<file path="src/rtl/ss_sprite_fetch_ctrl_pkg.sv">
// Shared constants, FSM encoding and helpers for the spaceship sprite fetch controller.
package ss_pkg;
  localparam int SPR_W    = 75;
  localparam int SPR_H    = 75;
  localparam int H_ACTIVE = 640;
  localparam int V_ACTIVE = 480;
  localparam int ADDR_W   = 19;
  localparam int NPIX     = SPR_W * SPR_H;
  localparam int CNT_W    = 13;
  localparam logic [2:0] TRANSPARENT = 3'b000;

  typedef enum logic [1:0] {IDLE, ARMED, DRAW, DONE} ss_state_t;
  typedef logic [3:0] ss_angle_t;

  // Keeps the whole sprite box on screen.
  function automatic logic [9:0] clamp10(input logic [9:0] val, input logic [9:0] lim);
    return (val > lim) ? lim : val;
  endfunction
endpackage

</file>
<file path="src/rtl/ss_sprite_fetch_ctrl_if.sv">
// Timing-generator, sprite-ROM and pixel-mixer signals of the sprite fetch controller.
interface ss_sprite_fetch_ctrl_if;
  import ss_pkg::*;

  logic              frame_start;
  logic              de;
  logic [9:0]        hcount;
  logic [9:0]        vcount;
  logic [9:0]        ss_x;
  logic [9:0]        ss_y;
  ss_angle_t         angle_req;
  logic [2:0]        rom_pixel;
  ss_angle_t         rom_angle;
  logic [ADDR_W-1:0] rom_addr;
  logic              pix_valid;
  logic              pix_opaque;
  logic [2:0]        pix_color;

  modport slave (
    input  frame_start, de, hcount, vcount, ss_x, ss_y, angle_req, rom_pixel,
    output rom_angle, rom_addr, pix_valid, pix_opaque, pix_color
  );

  modport master (
    output frame_start, de, hcount, vcount, ss_x, ss_y, angle_req, rom_pixel,
    input  rom_angle, rom_addr, pix_valid, pix_opaque, pix_color
  );
endinterface

</file>
<file path="src/rtl/ss_valid_pipe.sv">
// N-stage valid shift register; o_tap is the stage aligned with registered ROM data.
module ss_valid_pipe #(
  parameter int N = 3
) (
  input  logic clk,
  input  logic rst_n,
  input  logic i_valid,
  output logic o_tap,
  output logic o_valid
);
  logic [N-1:0] r_stages;

  always_ff @(posedge clk) begin
    if (!rst_n) r_stages <= '0;
    else        r_stages <= {r_stages[N-2:0], i_valid};
  end

  assign o_tap   = r_stages[N-2];
  assign o_valid = r_stages[N-1];
endmodule

</file>
<file path="src/rtl/ss_sprite_fetch_ctrl.sv">
// Per-frame sprite ROM read sequencer: latches position/angle on frame_start and
// streams raster-order addresses inside the sprite box; colour returns 3 cycles later.
//   state | meaning
//   IDLE  | after reset, nothing drawn until frame_start
//   ARMED | position latched, waiting for first in-box pixel
//   DRAW  | issuing one address per in-box pixel
//   DONE  | full sprite issued, quiet until next frame_start
module ss_sprite_fetch_ctrl
  import ss_pkg::*;
(
  input  logic                  clk,
  input  logic                  rst_n,
  ss_sprite_fetch_ctrl_if.slave bus
);
  localparam logic [CNT_W-1:0] LAST_ADDR = CNT_W'(NPIX - 1);

  ss_state_t        r_state, w_next;
  logic [9:0]       r_x_l, r_y_l;
  ss_angle_t        r_angle;
  logic [CNT_W-1:0] r_cnt, r_addr;
  logic [2:0]       r_color;
  logic             r_opaque;
  logic [10:0]      w_x_end, w_y_end;
  logic             w_in_box, w_hit, w_last, w_tap, w_valid;

  assign w_x_end  = {1'b0, r_x_l} + 11'(SPR_W - 1);
  assign w_y_end  = {1'b0, r_y_l} + 11'(SPR_H - 1);
  assign w_in_box = bus.de && !bus.frame_start &&
                    (bus.hcount >= r_x_l) && ({1'b0, bus.hcount} <= w_x_end) &&
                    (bus.vcount >= r_y_l) && ({1'b0, bus.vcount} <= w_y_end);
  assign w_hit    = w_in_box && ((r_state == ARMED) || (r_state == DRAW));
  assign w_last   = (r_cnt == LAST_ADDR);

  always_comb begin
    w_next = r_state;
    if (bus.frame_start) begin
      w_next = ARMED;
    end else begin
      case (r_state)
        ARMED:   if (w_hit) w_next = w_last ? DONE : DRAW;
        DRAW:    if (w_hit && w_last) w_next = DONE;
        default: w_next = r_state;
      endcase
    end
  end

  always_ff @(posedge clk) begin
    if (!rst_n) begin
      r_state  <= IDLE;
      r_x_l    <= '0;
      r_y_l    <= '0;
      r_angle  <= '0;
      r_cnt    <= '0;
      r_addr   <= '0;
      r_color  <= '0;
      r_opaque <= 1'b0;
    end else begin
      r_state <= w_next;
      if (bus.frame_start) begin
        r_x_l   <= clamp10(bus.ss_x, 10'(H_ACTIVE - SPR_W));
        r_y_l   <= clamp10(bus.ss_y, 10'(V_ACTIVE - SPR_H));
        r_angle <= bus.angle_req;
        r_cnt   <= '0;
      end else if (w_hit) begin
        r_addr <= r_cnt;
        if (!w_last) r_cnt <= r_cnt + 1'b1;
      end
      // Output stage: ROM data is only trusted where the valid pipe says so.
      r_color  <= w_tap ? bus.rom_pixel : 3'b000;
      r_opaque <= w_tap && (bus.rom_pixel != TRANSPARENT);
    end
  end

  ss_valid_pipe #(.N(3)) u_valid_pipe (
    .clk     (clk),
    .rst_n   (rst_n),
    .i_valid (w_hit),
    .o_tap   (w_tap),
    .o_valid (w_valid)
  );

  assign bus.rom_angle  = r_angle;
  assign bus.rom_addr   = ADDR_W'(r_addr);
  assign bus.pix_valid  = w_valid;
  assign bus.pix_opaque = r_opaque;
  assign bus.pix_color  = r_color;
endmodule
</file>
<file path="src/flat_wrapper.sv">
// flat-port wrapper written by rule: the top's interface ports become plain ports
module ss_sprite_fetch_ctrl_flat import ss_pkg::*;
  (clk, rst_n, bus_frame_start, bus_de, bus_hcount, bus_vcount, bus_ss_x, bus_ss_y, bus_angle_req, bus_rom_pixel, bus_rom_angle, bus_rom_addr, bus_pix_valid, bus_pix_opaque, bus_pix_color);
  ss_sprite_fetch_ctrl_if bus_i ();
  input  logic clk;
  input  logic rst_n;
  input wire logic [$bits(bus_i.frame_start)-1:0] bus_frame_start;
  input wire logic [$bits(bus_i.de)-1:0] bus_de;
  input wire logic [$bits(bus_i.hcount)-1:0] bus_hcount;
  input wire logic [$bits(bus_i.vcount)-1:0] bus_vcount;
  input wire logic [$bits(bus_i.ss_x)-1:0] bus_ss_x;
  input wire logic [$bits(bus_i.ss_y)-1:0] bus_ss_y;
  input wire logic [$bits(bus_i.angle_req)-1:0] bus_angle_req;
  input wire logic [$bits(bus_i.rom_pixel)-1:0] bus_rom_pixel;
  output wire logic [$bits(bus_i.rom_angle)-1:0] bus_rom_angle;
  output wire logic [$bits(bus_i.rom_addr)-1:0] bus_rom_addr;
  output wire logic [$bits(bus_i.pix_valid)-1:0] bus_pix_valid;
  output wire logic [$bits(bus_i.pix_opaque)-1:0] bus_pix_opaque;
  output wire logic [$bits(bus_i.pix_color)-1:0] bus_pix_color;
  assign bus_i.frame_start = bus_frame_start;
  assign bus_i.de = bus_de;
  assign bus_i.hcount = bus_hcount;
  assign bus_i.vcount = bus_vcount;
  assign bus_i.ss_x = bus_ss_x;
  assign bus_i.ss_y = bus_ss_y;
  assign bus_i.angle_req = bus_angle_req;
  assign bus_i.rom_pixel = bus_rom_pixel;
  assign bus_rom_angle = bus_i.rom_angle;
  assign bus_rom_addr = bus_i.rom_addr;
  assign bus_pix_valid = bus_i.pix_valid;
  assign bus_pix_opaque = bus_i.pix_opaque;
  assign bus_pix_color = bus_i.pix_color;
  ss_sprite_fetch_ctrl u_core (.clk(clk), .rst_n(rst_n), .bus(bus_i));
endmodule
</file>
<file path="config.mk">
export PLATFORM = sky130hd
export DESIGN_NAME = ss_sprite_fetch_ctrl_flat
export DESIGN_NICKNAME = d
export VERILOG_FILES = /design/src/rtl/ss_sprite_fetch_ctrl_pkg.sv /design/src/rtl/ss_sprite_fetch_ctrl_if.sv /design/src/rtl/ss_valid_pipe.sv /design/src/rtl/ss_sprite_fetch_ctrl.sv /design/src/flat_wrapper.sv
export SDC_FILE = /design/constraint.sdc
export NUM_CORES = 1
export LEC_CHECK = 0
export ABC_AREA = 1
export CORE_UTILIZATION = 42
export CTS_CLUSTER_SIZE = 30
export DETAILED_ROUTE_END_ITERATION = 7
export GPL_TIMING_DRIVEN = 0
export PLACE_DENSITY_LB_ADDON = 0.3
export SETUP_SLACK_MARGIN = 0.02
export SLEW_MARGIN = 20
export SYNTH_ARGS = -nofsm -noshare
export SYNTH_HDL_FRONTEND = slang
export SYNTH_SLANG_ARGS = --single-unit
</file>
<file path="constraint.sdc">
create_clock -name clk -period 3.53 [get_ports clk]
set_clock_uncertainty 0.15 [all_clocks]
set_input_delay 0.353 -clock clk [delete_from_list [all_inputs] [get_ports clk]]
set_output_delay 0.353 -clock clk [all_outputs]
set_load 0.02 [all_outputs]
</file>
* Word-level counts from Yosys, hierarchy flattened *
Cells that the tools add are included.

word-level totals
  input bits = 51
  bits in registers = 59
  output and inout port bits = 28

operators by class
  reduce and logical (&&, ||, !) cells = 19
  bitwise gates (word level) = 3
  equality and inequality tests = 7
  magnitude comparators = 6
  mux-type cells = 7
  add/subtract/negate cells = 3

operators with widths
  kind                     number
  $add A10 B7 Y11 const B  2
  $le A10 B11 Y1           2
  $ge A10 B10 Y1           2
  $mux W10                 2
  $add A13 B1 Y13 const B  1
  $eq A13 B13 Y1 const B   1
  $gt A10 B10 Y1 const B   1
  $gt A10 B9 Y1 const B    1
  $logic_and A1 B1 Y1      8
  $ne A3 B3 Y1 const B     2
  $reduce_and A2 Y1        3
  $reduce_and A3 Y1        2
  $reduce_bool A3 Y1       2
  $mux W2                  2
  $ne A2 B2 Y1 const B     2
  $pmux W2 S2              1
  $not A1 Y1               3
  $eq A2 B1 Y1 const B     1
  $eq A2 B2 Y1 const B     1
  $mux W1                  2
  $reduce_bool A2 Y1       1
  $reduce_or A2 Y1         1
  $logic_not A1 Y1         1
  $logic_or A1 B1 Y1       1

* Logic depth before layout (Yosys ltp) *
Gate-level depths: netlist of the first run.

  depth after elaboration = 11
  mapped depth = 20
  gate-level depth less buffers = 19

* Cells and area by module *
Synthesis of the first run repeated with hierarchy kept, for this count alone.

unflattened totals
  cells, all modules = 542
  area total of the unflattened synthesis = 3885.0 um^2

by module, submodules not included
  module                sequential area each (um^2)  cells each  area each (um^2)  times used
  ss_sprite_fetch_ctrl  1121.1                       533         3802.4            1
  ss_valid_pipe         60.1                         9           82.6              1

* Worst setup path before layout of the first run *
No wires, ideal clock.

  path type = register to register
  start = reg u_core.r_x_l[1]
  end = reg u_core.r_addr[12]
  buffers on the path = 2
  library setup time = 0.122 ns
  cell stages (with the launch flop) = 19
  clock period less this slack = 2.754 ns
  arrival = 2.482 ns
  slack = 0.776 ns
  path through = dfxtp_1 > ha_1 > o21ai_0 > or2_2 > nand2_1 > nand2_1 > xor2_1 > ha_1 > nand2_1 > nor2_1 > nand4_1 > o21ai_1 > nor2_1 > nand2_1 > nand3_2 > nor2_8 > buf_6 > buf_6 > a21oi_2

on the way
  longest elaborated chain between the ends = 7

ends and longest elaborated chain
  item                                                          RTL line                                                source
  from (decl)                                                   ss_sprite_fetch_ctrl.sv:18                              logic [9:0] r_x_l, r_y_l;
  from (signal assigned)                                        ss_sprite_fetch_ctrl.sv:60                              r_x_l <= clamp10(bus.ss_x, 10'(H_ACTIVE - SPR_W));
  $add A10 B7 Y11 / $ge A10 B10 Y1 (equally long branches)      ss_sprite_fetch_ctrl.sv:26, ss_sprite_fetch_ctrl.sv:29
  $le A10 B11 Y1 / $logic_and A1 B1 Y1 (equally long branches)  ss_sprite_fetch_ctrl.sv:29, ss_sprite_fetch_ctrl.sv:28
  $logic_and A1 B1 Y1 (*) (2 in a row)                          ss_sprite_fetch_ctrl.sv:29                              (bus.hcount >= r_x_l) && ({1'b0, bus.hcount} <= w_x_end) &&
  $logic_and A1 B1 Y1 (*)                                       ss_sprite_fetch_ctrl.sv:30                              (bus.vcount >= r_y_l) && ({1'b0, bus.vcount} <= w_y_end);
  $logic_and A1 B1 Y1 (*)                                       ss_sprite_fetch_ctrl.sv:31                              assign w_hit = w_in_box && ((r_state == ARMED) || (r_state == DRAW));
  $reduce_and A2 Y1 (no source line) (*)                        --
  to (signal assigned)                                          ss_sprite_fetch_ctrl.sv:65                              r_addr <= r_cnt;
  to (decl)                                                     ss_sprite_fetch_ctrl.sv:20                              logic [CNT_W-1:0] r_cnt, r_addr;

Every way passes the cells marked *; elsewhere a longest branch is shown, timed or not.
A chain may end at the register's enable or synchronous reset.

* Worst setup path after layout of the first run *
Same ends and word-level chain as after synthesis.

==> metrics.yaml, run 1 <==
floorplan:
  start_util_pct: 43.6
  die_area_um2: 9430
  die_x_um: 97.1
  coreArea_um2: 8720
  core.rowCount: 34
  die_y_um: 97.1
  io_pins: 79
setup_path:
  slowest_delay_ps: 380
  cp_num_buf_inv: 4
  cp.required_ps: 3610
  start_kind: "flip-flop"
  path_class: "reg -> reg"
  timing.rr.end: "u_core.r_addr[12]"
  crit_chain: "inv_1, o21ai_0, nand3_1, xor2_1, ha_1, nand2_1, inv_1, a21oi_1, nand2_1, nand2_1, nand2_1, nand2_1, nand2_1, nand2_1, nand3_2, nor2_8, buf_6, buf_6, a21oi_2"
  path_delay_family: "simple AND/OR/NAND/NOR gates"
  r2r-start: "u_core.r_x_l[1]"
  crit_top_cell: "nand2_1"
  reg2reg_slack_ps: 380
  crit_arrival_ps: 3230
  crit_fanout: 10
  path_depth: 19
  crit_path_top_delay_cell: "dfxtp_1"
  worstRegToRegCells: 19
  endpoint_kind: "flip-flop"
global_routing:
  grt_pass1_vias: 3566
  grt-ovfl-total: 0
  grt.total_usage_pct: 21.3
  antenna_found_initial: 0
  grt_pass1_wl_um: 16400
  grt_max_degree: 11
min_path:
  min_from: "rst_n"
  min_path_type: "in -> reg"
  hold_depth: 3
  min_to: "u_core.r_addr[0]"
placed_design:
  dpl.hpwl_um: 7620
  gp_congestion: 0.914
  io_buffer_count: 71
pwr:
  p_int_mw: 1.26
  pwr-share-clk_pct: 41.0
  swShare_pct: 26.0
  power.switching_mw: 0.441
  cellPowerDensity_nw_per_um2: 347
  combPwrFrac_pct: 17.9
  ir_drop_uv: 195
  finalPower_mw: 1.70
  power_frac_seq_pct: 41.1
  leakage_nw: 2.14
routing:
  drtPass1Iterations: 4
  vias: 3571
  vias_per_cell: 5.09
  wl_per_cell_um: 13.6
  postRouteWirelength_um: 9520
  drt_iter0_drc: 147
  drcViolationCount: 0
  final_antenna_net_count: 0
clocking:
  cts_resized: 0
  cts_tree: "done"
  cts_root_buffer: "clkbuf_8"
  clk_pin_slew_worst_paths_ps: 70
  post_cts_buffers: 0
  clockBufferDepth: 2
  numClockSinks: 59
  ctsHoldBuffers: 0
  htreeDepth: 3
  worstSkewPairLatency_ps: 340
  cts_made_buffers: 9
sta:
  fmax_ghz: 0.317
  relSlewSlack_pct: 57.7
  hold_viol_final: 0
  tns_ps: 0
  tightest_slew_ps: 635
  slew_viol_final: 0
  rsz0062_at_grt: "false"
  period_needed_ps: 3150
  period_share_pct: 89.3
  setup_violations: 0
synthesis:
  ys_warn_count: 0
  synth_mux_area_share_pct: 0
  post-synth-top-count-cell: "nand2_1"
  synth_top_cell_area_share_pct: 31.1
  synth_edf_count: 0
  synthArstFlopShare_pct: 0
  synthesis.area_um2: 3800
  synth.area.top_cells: "dfxtp_1 (31%), ha_1 (14%), nand2_1 (8.7%), inv_1 (6.2%), xor2_1 (5.3%)"
  synth_fa_ha_area_share_pct: 14.5
  synthSimpleGateAreaFrac_pct: 22.3
  synth_top_cell_by_area: "dfxtp_1"
  synth_ff_type: "dfxtp_1"
  synth_xor_xnor_area_share_pct: 5.30
  synth_top_family_by_area: "simple AND/OR/NAND/NOR gates"
  syn_avg_cell_area_um2: 7.57
  ys_ff_latch: 59
  ys_seq_area_share_pct: 31.1
  synthCells: 502
  synthTopCellsByCount: "nand2_1 (88), inv_1 (63), dfxtp_1 (59), ha_1 (44)"
  synth.distinct_cells: 41
  synth-compound-area-share_pct: 16.0
layout:
  drive_above_1_share_pct: 9.61
  num_antenna_cells: 0
  n_fill_cell: 816
  syn2layout_area_growth_pct: 28.7
  nNetsFinal: 684
  multi_input_area_um2: 2230
  regArea_um2: 1180
run:
  cap_violations: 0
run_status:
  status: "finished, final reports clean"
## cell usage in the layout (no fill, tap or decap), types with 3 or more instances in the layout
master           count
nand2_1             88
clkdlybuf4s50_1     71
inv_1               63
dfxtp_1             59
ha_1                44
nand3_1             33
a21oi_1             33
nor2_1              32
xor2_1              23
o21ai_1             15
nor3_1              12
clkbuf_8            11
o21ai_0             10
nand4_1             10
a21oi_2             10
o22ai_1              9
buf_4                7
inv_2                6
clkbuf_1             6
conb_1               6
a211oi_1             5
a221oi_1             4
buf_6                4
buf_2                3
clkinv_1             3
## metrics by stage
stage | instances | worst slack (ps) | util, % | hold slack, ps | instance area [um^2]
detailed placement | 686 | 425 | 53.5 | 252 | 4660
global route | 701 | 142 | 56.1 | 261 | 4890
floorplan | 507 | 776 | - | 240 | 3820
finish | 701 | 378 | 56.1 | 241 | 4890
CTS | 701 | 393 | 56.1 | 243 | 4890
global placement | 686 | 457 | 53.5 | 257 | 4660
## power by group through the flow
stage / Sequential [mW] / Combinational, mW / Clock (mW)
5_1_grt: 0.699 / 0.342 / 0.730
6_report: 0.697 / 0.304 / 0.696
2_1_floorplan: 0.714 / 0.179 / 0
3_5_place_dp: 0.711 / 0.302 / 0
4_1_cts: 0.697 / 0.305 / 0.699
3_3_place_gp: 0.711 / 0.296 / 0
## worst min-delay path, stage by stage
cell and delay (ps):
buf_2 180, o21ai_1 100, a21oi_1 50
## logic make-up after synthesis
group,Yosys count
adders and majority gates,44
and+or+nand+nor,187
buffers and inverters,92
AOI/OAI and AO/OA,96
xor gates and xnor gates,23
other,1
DFF,59
## worst max path at each step
stage                          startpoint                end  slack, ps
final                     u_core.r_x_l[1]  u_core.r_addr[12]        380
after floorplan           u_core.r_x_l[1]  u_core.r_addr[12]        780
after global routing      u_core.r_x_l[1]    u_core.r_cnt[4]        140
after global placement    u_core.r_x_l[1]   u_core.r_addr[3]        460
after CTS                 u_core.r_x_l[1]    u_core.r_cnt[8]        390
after detailed placement  u_core.r_x_l[1]   u_core.r_addr[3]        420
## final cells by class
cell class / count / area share, %
Multi-Input combinational cell: 356 / 45.6
Sequential cell: 59 / 24.2
Timing Repair Buffer: 71 / 14.5
Buffer: 20 / 2.76
Clock inverter: 4 / 1.51
Inverter: 72 / 5.53
Clock buffer: 11 / 3.10
Tap cell: 108 / 2.76
## metal layers
layer / up-vias / share of wire (%) / track usage (%)
met5: - / 0 / 0
met4: 0 / 1.8 / 9.30
met3: 17 / 5.1 / 3.81
met2: 87 / 49 / 36.7
met1: 1630 / 44 / 26.0
li1: 1837 / - / -
## sequential cells by signal, indices dropped and copies added, names as in the netlist
signal / flops
u_core.r_addr: 13
u_core.bus.rom_angle: 4
u_core.bus.pix_opaque: 1
u_core.r_state: 2
u_core.r_cnt: 13
u_core.bus.pix_color: 3
u_core.r_y_l: 10
u_core.r_x_l: 10
u_core.u_valid_pipe.r_stages: 3
(Power assumes the default switching activity.)
==> run 2: changes to the inputs <==
Settings changed: CORE_MARGIN from default to 3, SLEW_MARGIN 20 to default.
==> run 2 against run 1 <==
Die area up 8.4%. Global-route usage down 2.4 points. Critical path type unchanged. Highest routed layer unchanged. Clock power shrank 3.4%. Worst setup slack got worse by 16 ps. Combinational power hardly changed. Critical path depth did not move. Utilization is 0.39 points lower. Total power is 1.3% lower. Worst hold slack got worse by 17 ps. Sequential power is essentially flat. Sequential share of layout area barely moved. Final cell count unchanged.
==> metrics.yaml, run 2 (synthesized netlist as in run 1, its figures left out) <==
global_routing:
  grt_pass1_vias: 3415  # -4.2%
  grt_max_degree: 11  # unchanged
  grt_pass1_wl_um: 15500  # -5.5%
  antenna_found_initial: 0  # unchanged
  grt-ovfl-total: 0  # unchanged
  grt.total_usage_pct: 18.9  # -2.4 points
clocking:
  cts_resized: 0  # unchanged
  cts_root_buffer: "clkbuf_8"
  ctsHoldBuffers: 0  # unchanged
  cts_tree: "done"
  worstSkewPairLatency_ps: 340  # about the same
  numClockSinks: 59  # unchanged
  post_cts_buffers: 0  # unchanged
  htreeDepth: 3  # unchanged
  cts_made_buffers: 9  # unchanged
  clockBufferDepth: 2  # unchanged
  clk_pin_slew_worst_paths_ps: 60  # about the same
placed_design:
  dpl.hpwl_um: 7780  # +2.1%
  pre_cts_ws_ps: 392  # -33.3 ps
  gp_congestion: 0.887  # -3.0%
  io_buffer_count: 71  # unchanged
floorplan:
  core.rowCount: 34  # unchanged
  io_pins: 79  # unchanged
  die_y_um: 101  # +4.1%
  start_util_pct: 43.4  # -0.21 points
  die_area_um2: 10200  # +8.4%
  die_x_um: 101  # +4.1%
  coreArea_um2: 8760  # +0.49%
min_path:
  hold_depth: 3  # unchanged
  min_to: "u_core.r_addr[0]"
  min_path_type: "in -> reg"
  min_from: "rst_n"
setup_path:
  crit_arrival_ps: 3240  # about the same
  path_class: "reg -> reg"
  crit_chain: "inv_1, o21ai_0, nand3_1, xor2_1, ha_1, nand2_1, inv_1, a21oi_1, nand2_1, nand2_1, nand2_1, nand2_1, nand2_1, nand2_1, nand3_2, nor2_8, buf_6, buf_6, a21oi_2"
  path_delay_family: "simple AND/OR/NAND/NOR gates"
  slowest_delay_ps: 390  # about the same
  start_kind: "flip-flop"
  crit_top_cell: "nand2_1"
  crit_path_top_delay_cell: "dfxtp_1"
  r2r-start: "u_core.r_x_l[1]"
  cp_num_buf_inv: 4  # unchanged
  reg2reg_slack_ps: 360  # -20 ps
  crit_fanout: 10  # unchanged
  endpoint_kind: "flip-flop"
  cp.required_ps: 3600  # about the same
  worstRegToRegCells: 19  # unchanged
  timing.rr.end: "u_core.r_addr[9]"
layout:
  n_fill_cell: 829  # +1.6%
  num_antenna_cells: 0  # unchanged
  reg.largest.list: "u_core.r_addr x13, u_core.r_cnt x13"
  syn2layout_area_growth_pct: 28.4
  drive_above_1_share_pct: 9.61  # unchanged
  layout_commonest_cell: "nand2_1"
  final_cell_mix: "nand2_1 (88), clkdlybuf4s50_1 (71), inv_1 (63)"
  nNetsFinal: 684  # unchanged
routing:
  drcViolationCount: 0  # unchanged
  final_antenna_net_count: 0  # unchanged
  vias_per_cell: 5.12  # +0.42%
  drt_iter0_drc: 183  # +24%
  wl_per_cell_um: 13.9  # +2.0%
  vias: 3586  # +0.42%
  postRouteWirelength_um: 9710  # +2.0%
  drtPass1Iterations: 4  # unchanged
sta:
  period_needed_ps: 3170  # +15.5 ps
  fmax_ghz: 0.316  # -0.49%
  relSlewSlack_pct: 61.1  # +3.4 points
  setup_violations: 0  # unchanged
  fin_ws_ps: 362  # -15.5 ps
  slew_viol_final: 0  # unchanged
  tightest_slew_ps: 584  # -50.3 ps
  period_share_pct: 89.7  # +0.44 points
  rsz0062_at_grt: "false"
  hold_viol_final: 0  # unchanged
  tns_ps: 0  # unchanged
pwr:
  leakage_nw: 2.13  # -0.34%
  cellPowerDensity_nw_per_um2: 343  # -1.1%
  ir_drop_uv: 201  # +3.4%
run_status:
  status: "finished, final reports clean"
run:
  cap_violations: 0  # unchanged
[run 2: worst max path at each step]
| stage | from | end | slack, ps | cells past startpoint |
|---|---|---|---|---|
| finish | u_core.r_x_l[1] | u_core.r_addr[9] | 360 | 19 |
| floorplan | u_core.r_x_l[1] | u_core.r_addr[12] | 780 | 18 |
| CTS | u_core.r_x_l[1] | u_core.r_addr[9] | 370 | 19 |
| global route | u_core.r_x_l[1] | u_core.r_addr[9] | 110 | 19 |
| global placement | u_core.r_x_l[1] | u_core.r_addr[8] | 440 | 19 |
| detailed placement | u_core.r_x_l[1] | u_core.r_addr[9] | 390 | 19 |
[run 2: where the power goes]
| group | internal (mW) | switching, mW | total [mW] |
|---|---|---|---|
| clock | 0.410 | 0.262 | 0.672 |
| combinational | 0.140 | 0.166 | 0.305 |
| sequential | 0.684 | 0.0122 | 0.697 |
[run 2: worst register-to-register path, stage by stage, from the launching register on]
cell	delay [ps]
dfxtp_1	390
inv_1	110
o21ai_0	300
nand3_1	210
xor2_1	190
ha_1	290
nand2_1	90
inv_1	60
a21oi_1	150
nand2_1	70
nand2_1	50
nand2_1	40
nand2_1	50
nand2_1	80
nand2_1	80
nand3_2	140
nor2_8	170
buf_6	170
buf_6	180
a21oi_2	80
[run 2: through the flow]
step | hold WS [ps] | area, um^2 | cells | total power [mW] | utilization, %
after global placement | 249 | 4660 | 686 | 1.01 | 53.2
after detailed placement | 256 | 4660 | 686 | 1.01 | 53.2
final | 224 | 4880 | 701 | 1.67 | 55.7
after CTS | 211 | 4880 | 701 | 1.68 | 55.7
after global routing | 208 | 4880 | 701 | 1.75 | 55.7
after floorplan | 240 | 3820 | 507 | 0.893 | -
[run 2: area by class of cell]
cell class,count,area (um^2),share of cell area [%]
clock buffers,10,138,2.82
well taps,108,135,2.77
plain buffers,20,135,2.77
clock inverters,5,77.6,1.59
multi-input cells,356,2230,45.7
repair buffers,71,711,14.6
flip-flops and latches,59,1180,24.2
inverters,72,270,5.54
[run 2: layer usage]
metal  track usage, %  vias up  share of wire, %
li1                 -     1840                 -
met1             23.7     1637                44
met2             32.4      101                49
met3             3.60        8               5.8
met4             6.44        0              0.94
met5                0        -                 0
==> run 3: changes to the inputs <==
Settings changed: DONT_BUFFER_PORTS from default to 1, MAX_ROUTING_LAYER from default to met4.
==> run 3 against run 2 <==
Clock power down 6.7%. Non-clock buffer count down 62. Combinational power decreased by 22%. First-iteration DRC count grew 2.2%. Register-to-register slack improved by 70 ps. Worst setup slack better by 70 ps. Via count fell by 6.7%. Largest cell class unchanged. Flip-flop and latch count is the same. Final cell count decreased by 8.7%. Largest power group unchanged.
==> metrics.yaml, run 3 (synthesized netlist as in run 1, its figures left out) <==
run:
  cap_violations: 0  # unchanged
clocking:
  post_cts_buffers: 0  # unchanged
  htreeDepth: 3  # unchanged
  clk_pin_slew_worst_paths_ps: 70  # about the same
  cts_made_buffers: 9  # unchanged
  numClockSinks: 59  # unchanged
  cts_tree: "done"
  cts_root_buffer: "clkbuf_8"
  worstSkewPairLatency_ps: 340  # about the same
  clockBufferDepth: 2  # unchanged
  cts_resized: 0  # unchanged
sta:
  period_needed_ps: 3100  # -70.2 ps
  slew_viol_final: 0  # unchanged
  period_share_pct: 87.7  # -2.0 points
  hold_viol_final: 0  # unchanged
  fmax_ghz: 0.323  # +2.3%
  rsz0062_at_grt: "false"
  tightest_slew_ps: 570  # -14.3 ps
  setup_violations: 0  # unchanged
  tns_ps: 0  # unchanged
  relSlewSlack_pct: 62.0  # +0.95 points
setup_path:
  path_class: "reg -> reg"
  endpoint_kind: "flip-flop"
  start_kind: "flip-flop"
  cp.required_ps: 3610  # about the same
  crit_arrival_ps: 3180  # -60 ps
  crit_fanout: 10  # unchanged
global_routing:
  grt.total_usage_pct: 19.4  # +0.46 points
  grt_pass1_vias: 3258  # -4.6%
  grt_max_degree: 12  # +1
  grt-ovfl-total: 0  # unchanged
  grt_pass1_wl_um: 15300  # -1.4%
  antenna_found_initial: 0  # unchanged
routing:
  vias_per_cell: 5.23  # +2.2%
  drt_iter0_drc: 187  # +2.2%
  wl_per_cell_um: 14.9  # +7.3%
  drcViolationCount: 0  # unchanged
  drtPass1Iterations: 4  # unchanged
  final_antenna_net_count: 0  # unchanged
  vias: 3346  # -6.7%
  postRouteWirelength_um: 9520  # -2.0%
floorplan:
  die_y_um: 101  # unchanged
  io_pins: 79  # unchanged
  die_area_um2: 10200  # unchanged
  start_util_pct: 43.4  # unchanged
  die_x_um: 101  # unchanged
  coreArea_um2: 8760  # unchanged
  core.rowCount: 34  # unchanged
pwr:
  pwr-share-clk_pct: 40.0  # about the same
  ir_drop_uv: 148  # -27%
  leakage_nw: 1.89  # -11%
  swShare_pct: 28.4  # +2.1 points
  power.switching_mw: 0.445  # +1.2%
  p_int_mw: 1.12  # -9.1%
  power_frac_seq_pct: 44.9  # +3.3 points
  cellPowerDensity_nw_per_um2: 369  # +7.6%
  finalPower_mw: 1.57  # -6.4%
  combPwrFrac_pct: 15.1  # -3.1 points
layout:
  drive_above_1_share_pct: 10.9  # +1.3 points
  num_antenna_cells: 0  # unchanged
  nNetsFinal: 622  # -9.1%
  syn2layout_area_growth_pct: 11.8
  n_fill_cell: 880  # +6.2%
  regArea_um2: 1180  # unchanged
  multi_input_area_um2: 2230  # unchanged
  reg.largest.list: "u_core.r_addr x13, u_core.r_cnt x13"
  final_cell_mix: "nand2_1 (88), inv_1 (63), dfxtp_1 (59)"
  layout_commonest_cell: "nand2_1"
run_status:
  status: "finished, final reports clean"
min_path:
  min_path_type: "in -> reg"
placed_design:
  gp_congestion: 0.867  # -2.3%
  dpl.hpwl_um: 7640  # -1.8%
  io_buffer_count: 0  # -100%
[run 3: routing by layer]
layer	vias to the layer above	track usage, %	share of wire (%)
li1	1718	-	-
met2	75	31.5	49
met1	1544	23.9	44
met4	0	7.26	1.2
met5	-	-	0
met3	9	3.39	5.7
[run 3: worst max-delay path: stages, from the launching register on]
cell,delay [ps]
dfxtp_1,390
inv_1,100
o21ai_0,280
nand3_1,200
xor2_1,190
ha_1,300
nand2_1,90
inv_1,50
a21oi_1,140
nand2_1,60
nand2_1,60
nand2_1,50
nand2_1,50
nand2_1,80
nand2_1,80
nand3_2,130
nor2_8,170
buf_6,170
buf_6,180
a21oi_2,70
[run 3: repair_timing]
item | 4_1_cts | 5_1_grt
endpoints found under the hold margin | 9 | 0
endpoints found under the setup margin | 0 | 0
hold buffers | 9 | 0
[run 3: final timing paths]
| check | from | slack, ps | cells past startpoint | end |
|---|---|---|---|---|
| worst max-delay path | u_core.r_x_l[1] | 430 | 19 | u_core.r_addr[3] |
| worst min-delay path | bus_ss_y[6] | 20 | 2 | u_core.r_y_l[6] |
| worst max register to register | u_core.r_x_l[1] | 430 | 19 | u_core.r_addr[3] |
| worst min register to register | u_core.u_valid_pipe.r_stages[0] | 280 | 2 | u_core.u_valid_pipe.r_stages[1] |
[run 3: cell type report]
class                   instances  area share, %
inverters                      72           6.36
clock inverters                 6           1.53
well taps                     108           3.18
repair buffers                  9           2.12
flip-flops and latches         59           27.8
plain buffers                  20           3.18
multi-input cells             356           52.6
clock buffers                  10           3.24
[run 3: power groups by stage]
stage / registers, mW / clock network (mW) / logic, mW
floorplan: 0.714 / 0 / 0.179
global placement: 0.717 / 0 / 0.220
detailed placement: 0.718 / 0 / 0.228
CTS: 0.703 / 0.638 / 0.237
global route: 0.705 / 0.662 / 0.275
finish: 0.703 / 0.627 / 0.237
[run 3: per-stage QoR]
| step | hold slack [ps] | utilization, % | instance area, um^2 | std cells | worst slack [ps] |
|---|---|---|---|---|---|
| 6_report | 23.1 | 48.5 | 4250 | 640 | 433 |
| 5_1_grt | 20.9 | 48.5 | 4250 | 640 | 165 |
| 4_1_cts | 2.86 | 48.5 | 4250 | 640 | 455 |
| 3_5_place_dp | 277 | 45.1 | 3950 | 615 | 456 |
| 3_3_place_gp | 276 | 45.1 | 3950 | 615 | 457 |
| 2_1_floorplan | 240 | - | 3820 | 507 | 776 |
